$ cat src/rtl/output_port_scheduler.sv
// rtl/output_port_scheduler.sv - credit-gated round-robin output port arbiter with packet locking.
// Optional stall watchdog: define OUTPUT_PORT_SCHEDULER_WDOG_EN.
module output_port_scheduler #(
  parameter int NUM_REQUESTERS = 4,
  parameter int CREDIT_DEPTH   = 4,
  parameter int WDOG_LIMIT     = 64
) (
  input  logic                                clk,
  input  logic                                reset,
  input  logic [NUM_REQUESTERS-1:0]           request,
  input  logic [NUM_REQUESTERS-1:0]           is_tail,
  input  logic                                credit_return,
  output logic [NUM_REQUESTERS-1:0]           grant_oh,
  output logic                                flit_sent,
  output logic                                locked,
  output logic [$clog2(CREDIT_DEPTH+1)-1:0]   credits,
  output logic                                credit_overflow,
  output logic                                wdog_error
);

  localparam int IW = (NUM_REQUESTERS > 1) ? $clog2(NUM_REQUESTERS) : 1;
  localparam int CW = $clog2(CREDIT_DEPTH + 1);

  if (NUM_REQUESTERS < 1 || CREDIT_DEPTH < 1 || WDOG_LIMIT < 1) begin : g_param_check
    $error("output_port_scheduler: parameters must all be >= 1");
  end

  typedef enum logic {IDLE, LOCKED} state_t;

  state_t              r_state;
  state_t              w_next_state;
  logic [IW-1:0]       r_owner;
  logic [IW-1:0]       r_last_winner;
  logic [CW-1:0]       r_credits;
  logic                r_credit_overflow;

  logic                w_rr_valid;
  logic [IW-1:0]       w_rr_winner;
  logic [IW-1:0]       w_cand;
  logic                w_credit_ok;
  logic                w_grant_valid;
  logic [IW-1:0]       w_grant_idx;
  logic                w_tail;
  logic                w_idle_grant;
  logic                w_wdog_fire;

  // Search starts one past the last head-flit winner, wrapping around.
  always_comb begin
    w_rr_valid  = 1'b0;
    w_rr_winner = '0;
    w_cand      = '0;
    for (int i = 1; i <= NUM_REQUESTERS; i++) begin
      w_cand = IW'((32'(r_last_winner) + i) % NUM_REQUESTERS);
      if (!w_rr_valid && request[w_cand]) begin
        w_rr_valid  = 1'b1;
        w_rr_winner = w_cand;
      end
    end
  end

  assign w_credit_ok = (r_credits != '0);

  always_comb begin
    w_grant_valid = 1'b0;
    w_grant_idx   = '0;
    if (!reset && w_credit_ok) begin
      if (r_state == IDLE) begin
        w_grant_valid = w_rr_valid;
        w_grant_idx   = w_rr_winner;
      end else begin
        w_grant_valid = request[r_owner];
        w_grant_idx   = r_owner;
      end
    end
  end

  assign w_tail       = is_tail[w_grant_idx];
  assign w_idle_grant = w_grant_valid && (r_state == IDLE);
  assign grant_oh     = w_grant_valid ? (NUM_REQUESTERS'(1) << w_grant_idx) : '0;
  assign flit_sent    = w_grant_valid;

`ifdef OUTPUT_PORT_SCHEDULER_WDOG_EN
  localparam int WW = $clog2(WDOG_LIMIT + 1);
  logic [WW-1:0] r_wdog_cnt;
  logic          r_wdog_error;

  assign w_wdog_fire = (r_state == LOCKED) && !w_grant_valid
                       && (r_wdog_cnt == WW'(WDOG_LIMIT - 1));

  always_ff @(posedge clk) begin
    if (reset) begin
      r_wdog_cnt   <= '0;
      r_wdog_error <= 1'b0;
    end else begin
      r_wdog_error <= w_wdog_fire;
      if (r_state != LOCKED || w_grant_valid || w_wdog_fire)
        r_wdog_cnt <= '0;
      else
        r_wdog_cnt <= r_wdog_cnt + WW'(1);
    end
  end

  assign wdog_error = r_wdog_error;
`else
  assign w_wdog_fire = 1'b0;
  assign wdog_error  = 1'b0;
`endif

  always_ff @(posedge clk) begin
    if (reset)
      r_state <= IDLE;
    else
      r_state <= w_next_state;
  end

  always_comb begin
    w_next_state = r_state;
    case (r_state)
      IDLE: begin
        if (w_grant_valid && !w_tail)
          w_next_state = LOCKED;
      end
      LOCKED: begin
        if (w_grant_valid && w_tail)
          w_next_state = IDLE;
        else if (w_wdog_fire)
          w_next_state = IDLE;
      end
      default: w_next_state = IDLE;
    endcase
  end

  always_ff @(posedge clk) begin
    if (reset) begin
      r_owner           <= '0;
      r_last_winner     <= IW'(NUM_REQUESTERS - 1);
      r_credits         <= CW'(CREDIT_DEPTH);
      r_credit_overflow <= 1'b0;
    end else begin
      // Only head flits advance the round-robin pointer.
      if (w_idle_grant) begin
        r_last_winner <= w_grant_idx;
        if (!w_tail)
          r_owner <= w_grant_idx;
      end
      r_credit_overflow <= 1'b0;
      if (w_grant_valid && !credit_return) begin
        r_credits <= r_credits - CW'(1);
      end else if (credit_return && !w_grant_valid) begin
        if (r_credits == CW'(CREDIT_DEPTH))
          r_credit_overflow <= 1'b1;
        else
          r_credits <= r_credits + CW'(1);
      end
    end
  end

  assign locked          = (r_state == LOCKED);
  assign credits         = r_credits;
  assign credit_overflow = r_credit_overflow;

endmodule

$ cat config.mk
export PLATFORM = sky130hd
export DESIGN_NAME = output_port_scheduler
export DESIGN_NICKNAME = d
export VERILOG_FILES = /design/src/rtl/output_port_scheduler.sv
export SDC_FILE = /design/constraint.sdc
export NUM_CORES = 1
export LEC_CHECK = 0
export ABC_CLOCK_PERIOD_IN_PS = 2200
export BUFFER_PORTS_ARGS = -buffer_cell sky130_fd_sc_hd__buf_2
export CORE_MARGIN = 2
export CORE_UTILIZATION = 28
export DETAILED_ROUTE_END_ITERATION = 8
export SETUP_SLACK_MARGIN = 0.3
export SYNTH_ARGS = -nofsm -noshare
export SYNTH_HDL_FRONTEND = slang
export SYNTH_SLANG_ARGS = --single-unit
$ cat constraint.sdc
create_clock -name clk -period 2.2 [get_ports clk]
set_input_delay 0.11 -clock clk [delete_from_list [all_inputs] [get_ports clk]]
set_output_delay 0.11 -clock clk [all_outputs]
set_load 0.05 [all_outputs]
* Word level (Yosys, flattened, before mapping) *
Index checks and enable logic that the tools add are counted.

cells by class
  add/sub/neg operators = 6
  magnitude comparators = 6
  equality and inequality tests = 2
  shift-type cells = 1
  multiplexer cells = 32
  bitwise gates (word level) = 3
  reductions and logical operators = 21

operators with widths
  cell                                                                           number
  2-bit by 3-bit less-than comparator with 1-bit output (second input constant)  6
  1-bit two-way mux                                                              15
  1-bit binary-select mux with 2-bit select                                      6
  2-bit two-way mux                                                              6
  1-bit logical AND                                                              9
  3-bit two-way mux                                                              3
  1-bit logical NOT                                                              7
  2-bit by 1-bit adder with 2-bit output (second input constant)                 2
  2-bit adder (second input constant)                                            2
  4-bit two-way mux                                                              1
  2-bit AND reduction                                                            2
  1-bit by 2-bit << shifter with 4-bit output (first input constant)             1
  3-bit by 1-bit adder with 3-bit output (second input constant)                 1
  3-bit equality test (second input constant)                                    1
  1-bit inverter                                                                 3
  3-bit nonzero test                                                             1
  3-bit OR reduction                                                             1
  3-bit by 1-bit subtractor with 3-bit output (second input constant)            1
  2-bit inequality test (second input constant)                                  1
  1-bit case mux with 2 select lines                                             1
  2-bit nonzero test                                                             1

storage, ports and cells
  register bits = 9
  input port bits = 11
  output and inout port bits = 11
  word-level logic and storage cells = 76

* Logic depth before layout (Yosys ltp) *
  depth in word-level cells = 21
  gate-level depth with buffers = 10
  mapped depth without buffers = 10

* Worst setup path after synthesis *
Ideal clock, no wire load.

  kind = register -> register
  from = reg r_credits[0], in the netlist credits[0]
  to = reg r_credits[2], in the netlist credits[2]
  setup time = 156 ps
  data arrival time = 3384 ps
  data required time = 2044 ps
  setup slack = -1340 ps
  cell stages (with the launch flop) = 9
  path buffers = 0
  period minus slack after synthesis = 3540 ps
  path through = dfxtp_1 > nor3_2 > nor3_1 > ha_1 > inv_1 > fa_1 > xor2_1 > o31ai_1 > o311ai_0

between the ends
  longest elaborated chain between the ends = 7
  elaborated cells on any way between the ends = 15
  classes of those cells = 2 x add/sub; 2 x eq/ne; 4 x mux; 7 x reduce/logical

RTL lines
  what                           line  text
  from (decl)                    34    logic [CW-1:0] r_credits;
  from (signal assigned)         137   r_credits <= CW'(CREDIT_DEPTH);
  from (signal assigned)         148   r_credits <= r_credits - CW'(1);
  from (signal assigned)         153   r_credits <= r_credits + CW'(1);
  3-bit nonzero test *           61    assign w_credit_ok = (r_credits != '0);
  1-bit logical AND *            66    if (!reset && w_credit_ok) begin
  1-bit two-way mux *            66
  via flit_sent                  14    output logic flit_sent,
  1-bit logical NOT              149   end else if (credit_return && !w_grant_valid) begin
  1-bit logical AND              149
  2-bit nonzero test (no line)   -
  2-bit AND reduction (no line)  -

Mark *: on every way through the listed nets, which the timed path passes. The rest lies on a longest branch. The select of a mux whose other input is x is not followed.
A chain may end at the register's enable or synchronous reset.

* Worst setup path after layout *
  from = reg r_owner[0]
  to = reg r_credits[2], in the netlist credits[2]

between the ends
  longest elaborated chain between the ends = 8
  elaborated cells on any way between the ends = 11
  classes of those cells = 1 x eq/ne; 5 x mux; 5 x reduce/logical

RTL lines
  what                                         line  text
  from (decl)                                  32    logic [IW-1:0] r_owner;
  from (signal assigned)                       144   r_owner <= w_grant_idx;
  1-bit binary-select mux with 2-bit select *  71    w_grant_valid = request[r_owner];
  1-bit two-way mux (implied by the code) *    71
  1-bit two-way mux *                          67    if (r_state == IDLE) begin
  1-bit two-way mux *                          66
  1-bit logical NOT                            149
  1-bit logical AND                            149
  2-bit nonzero test (no line)                 -
  2-bit AND reduction (no line)                -

Mark *: on every way between the ends. The rest lies on a longest branch, timed or not. The select of a mux whose other input is x is not followed.

==> impl_metrics.csv <==
group,metric,value,unit
status,outcome,"finished, violations left",
status,violations,"negative setup slack",
floorplan,io_pins,22,
sta,finalSetupViolCount,1,
cts,clock_path_buffers,2,
yosys,synth_seq_cells,9,
floorplan,start_util,29.7,%
power,p_per_area,849,nW/um^2
worst_setup_path,critPathMaxFanout,3,
place,hpwl,1450,um
worst_setup_path,r2r_start,"r_owner[0]",
sta,period_minus_slack,2.22,ns
detailed_routing,routed_wl,2190,um
power,pwr-share-comb,63.1,%
min_path,hold_path.class,"input pin to register",
yosys,syn_avg_cell_area,8.08,sq um
yosys,ys.flop_type,"dfxtp_1",
power,p_seq_share,24.1,%
power,ir_drop,0.000440,V
sta,hold_viol_final,0,
cts,cts_sinks,9,
power,power.leakage,0.516,nW
yosys,synth_async_sr_flop_share,0,%
worst_setup_path,cp-start-kind,"register",
global_routing,grt_pass1_vias,832,
finish,diodes,0,
detailed_routing,firstDrtPassIters,4,
yosys,ys_types,38,
yosys,synth_warnings,0,
cts,htree_levels,1,
global_routing,grt_util_all_layers,15.3,%
global_routing,grt_pass1_wl,3800,um
floorplan,rows,18,
finish,layout-drive-gt1-share,55.8,%
worst_setup_path,endpoint_kind,"register",
yosys,syn_nets,105,
power,pwr-share-clk,12.8,%
cts,hold_buffers,0,
cts,cts-buffers-inserted,3,
min_path,hold_depth,2,
sta,whs,0.157,ns
yosys,syn_inst,91,
sta,rsz0062_at_grt,"true",
sta,fin_ws,-0.0246,ns
finish,final_util,48.0,%
finish,syn2layout_area_growth,61.6,%
cts,cts_tree,"yes",
detailed_routing,final_antenna_net_count,0,
yosys,synth.mux.area_fraction,6.97,%
yosys,synth_compound_area_share,19.9,%
sta,post-route-period-util,101,%
finish,final_cells,159,
worst_setup_path,r2r_end,"credits[2]",
floorplan,die_area,3050,sq um
floorplan,placeableCoreArea,2480,sq um
finish,nNetsFinal,144,
sta,clock.fmax,0.450,GHz
worst_setup_path,arrival,2.35,ns
yosys,synth_area,736,sq um
power,p_switching,0.000464,W
worst_setup_path,ff2ff_setup_slack,-0.02,ns
detailed_routing,wl_per_cell,13.8,um
worst_setup_path,worstSetupPathType,"register to register",
sta,finalMaxSlewViolations,0,
min_path,hold_end,"credits[0]",
sta,fin_skew,0.00410,ns
place,dp_cells,141,
detailed_routing,drcViolationCount,0,
floorplan,die_width,55.3,um
yosys,synth-seq-area-share,24.5,%
worst_setup_path,required,2.32,ns
yosys,synth_top_family_by_area,"simple AND/OR/NAND/NOR gates",
power,p_int,0.000544,W
min_path,hold_start,"reset",
place,gp_congestion,0.761,
worst_setup_path,worstRegToRegCells,9,
yosys,synth-simple-area-share,31.1,%
job,drv_cap,0,
cts,cts_root_buffer,"clkbuf_4",
place,place_ws,-0.0288,ns
yosys,synth-edff-count,0,
detailed_routing,via_count,826,
floorplan,die_y,55.3,um
global_routing,grt_max_degree,10,
place,io_buffers,20,
global_routing,overflow,0,
cts,insertion_delay,0.26,ns
yosys,synth_fa_ha_area_share,6.12,%
detailed_routing,viasPerCell,5.19,
yosys,synth-xor-area-share,1.19,%
cts,cts.clk_slew.worst_paths,0.06,ns
global_routing,grt_antenna_before_repair,0,
power,switching_share,46.0,%
detailed_routing,drtIter0Drc,19,
[area by class of cell]
cell class	count	area, sq um
tap	30	37.5
sequential	9	200
timing repair buffer	37	278
clock buffer	4	26.3
multi-input combinational	68	606
inverter	11	41.3
fill	245	1290
[through the flow]
step           TNS (ns)  power, W  instance area (sq um)
2_1_floorplan    -0.460  0.000619                    798
3_3_place_gp          0  0.000704                    928
3_5_place_dp    -0.0384  0.000712                    928
4_1_cts               0  0.000952                   1120
5_1_grt          -0.300   0.00108                   1190
6_report        -0.0246   0.00101                   1190
[metal layers]
| metal | vias up | GRT usage (%) | share of wire [%] |
|---|---|---|---|
| li1 | 398 | - | - |
| met1 | 393 | 18.1 | 41 |
| met2 | 33 | 27.4 | 53 |
| met3 | 2 | 4.68 | 5.7 |
| met4 | 0 | 2.44 | 0.36 |
| met5 | - | 0 | 0 |
[cell usage after synthesis, types with 2 or more instances]
master	n	area, sq um
inv_1	11	41.3
o2bb2ai_1	2	17.5
nor3_1	5	25.0
nor2b_1	4	25.0
buf_6	2	22.5
and2_4	2	17.5
a21oi_1	5	25.0
nor2_1	11	41.3
ha_1	2	25.0
dfxtp_1	9	180
nand3_1	3	15.0
nand2_1	6	22.5
o221ai_2	2	30.0
o211ai_1	3	22.5
[logic make-up (layout without fill, tap and decap cells)]
kind of cell	after synthesis	after routing
other	1	1
adder cells (fa/ha/maj)	3	3
AND/OR/NAND/NOR	41	41
XOR/XNOR	1	1
flip-flops	9	9
AO/OA/AOI/OAI	19	19
buffers and inverters	14	52
multiplexers	3	3
[power by group through the flow]
| stage | Combinational, W | Clock, W | Sequential (W) |
|---|---|---|---|
| 2_1_floorplan | 0.000334 | 0 | 0.000284 |
| 3_3_place_gp | 0.000460 | 0 | 0.000244 |
| 3_5_place_dp | 0.000467 | 0 | 0.000246 |
| 4_1_cts | 0.000576 | 0.000135 | 0.000241 |
| 5_1_grt | 0.000686 | 0.000145 | 0.000248 |
| 6_report | 0.000637 | 0.000129 | 0.000243 |
[cells in the final DEF (no fill, tap or decap), types with 2 or more instances in the layout]
cell	synthesis	layout
o221ai_2	2	2
buf_4	1	16
buf_8	0	4
nand2_1	6	5
nor3_4	0	2
clkbuf_4	0	3
dfxtp_4	0	5
nor2_4	0	5
nor2b_1	4	4
a21oi_1	5	4
buf_6	2	2
nand3_1	3	3
o2bb2ai_1	2	2
nor3_1	5	3
nor2_1	11	6
dfxtp_1	9	3
buf_2	0	15
and2_4	2	2
o211ai_1	3	3
inv_1	11	10
[worst max-delay path, cell delays in order, from the launching register on]
cell and delay, ns:
dfxtp_2 0.33, mux4_2 0.37, a21oi_4 0.07, nor3_4 0.16, ha_4 0.18, inv_2 0.04
fa_2 0.34, xor2_2 0.17, o31ai_2 0.27, o311ai_1 0.15
[worst max path at each step]
stage	from	end	slack, ns	cells past startpoint
after floorplan	r_owner[0]	credits[2]	-0.29	9
after global placement	r_owner[0]	credits[1]	0.005	9
after detailed placement	r_owner[0]	credits[1]	-0.03	9
after CTS	r_owner[0]	credits[1]	0.03	9
after global routing	r_owner[0]	credits[2]	-0.12	9
final	r_owner[0]	credits[2]	-0.02	9
[repair_timing]
item,in CTS,in global routing
buffers inserted,10,4
pin swaps,10,6
gates resized for setup,20,11
endpoints found under the setup margin,8,9
Note: power is estimated with default switching activity, not from simulation.
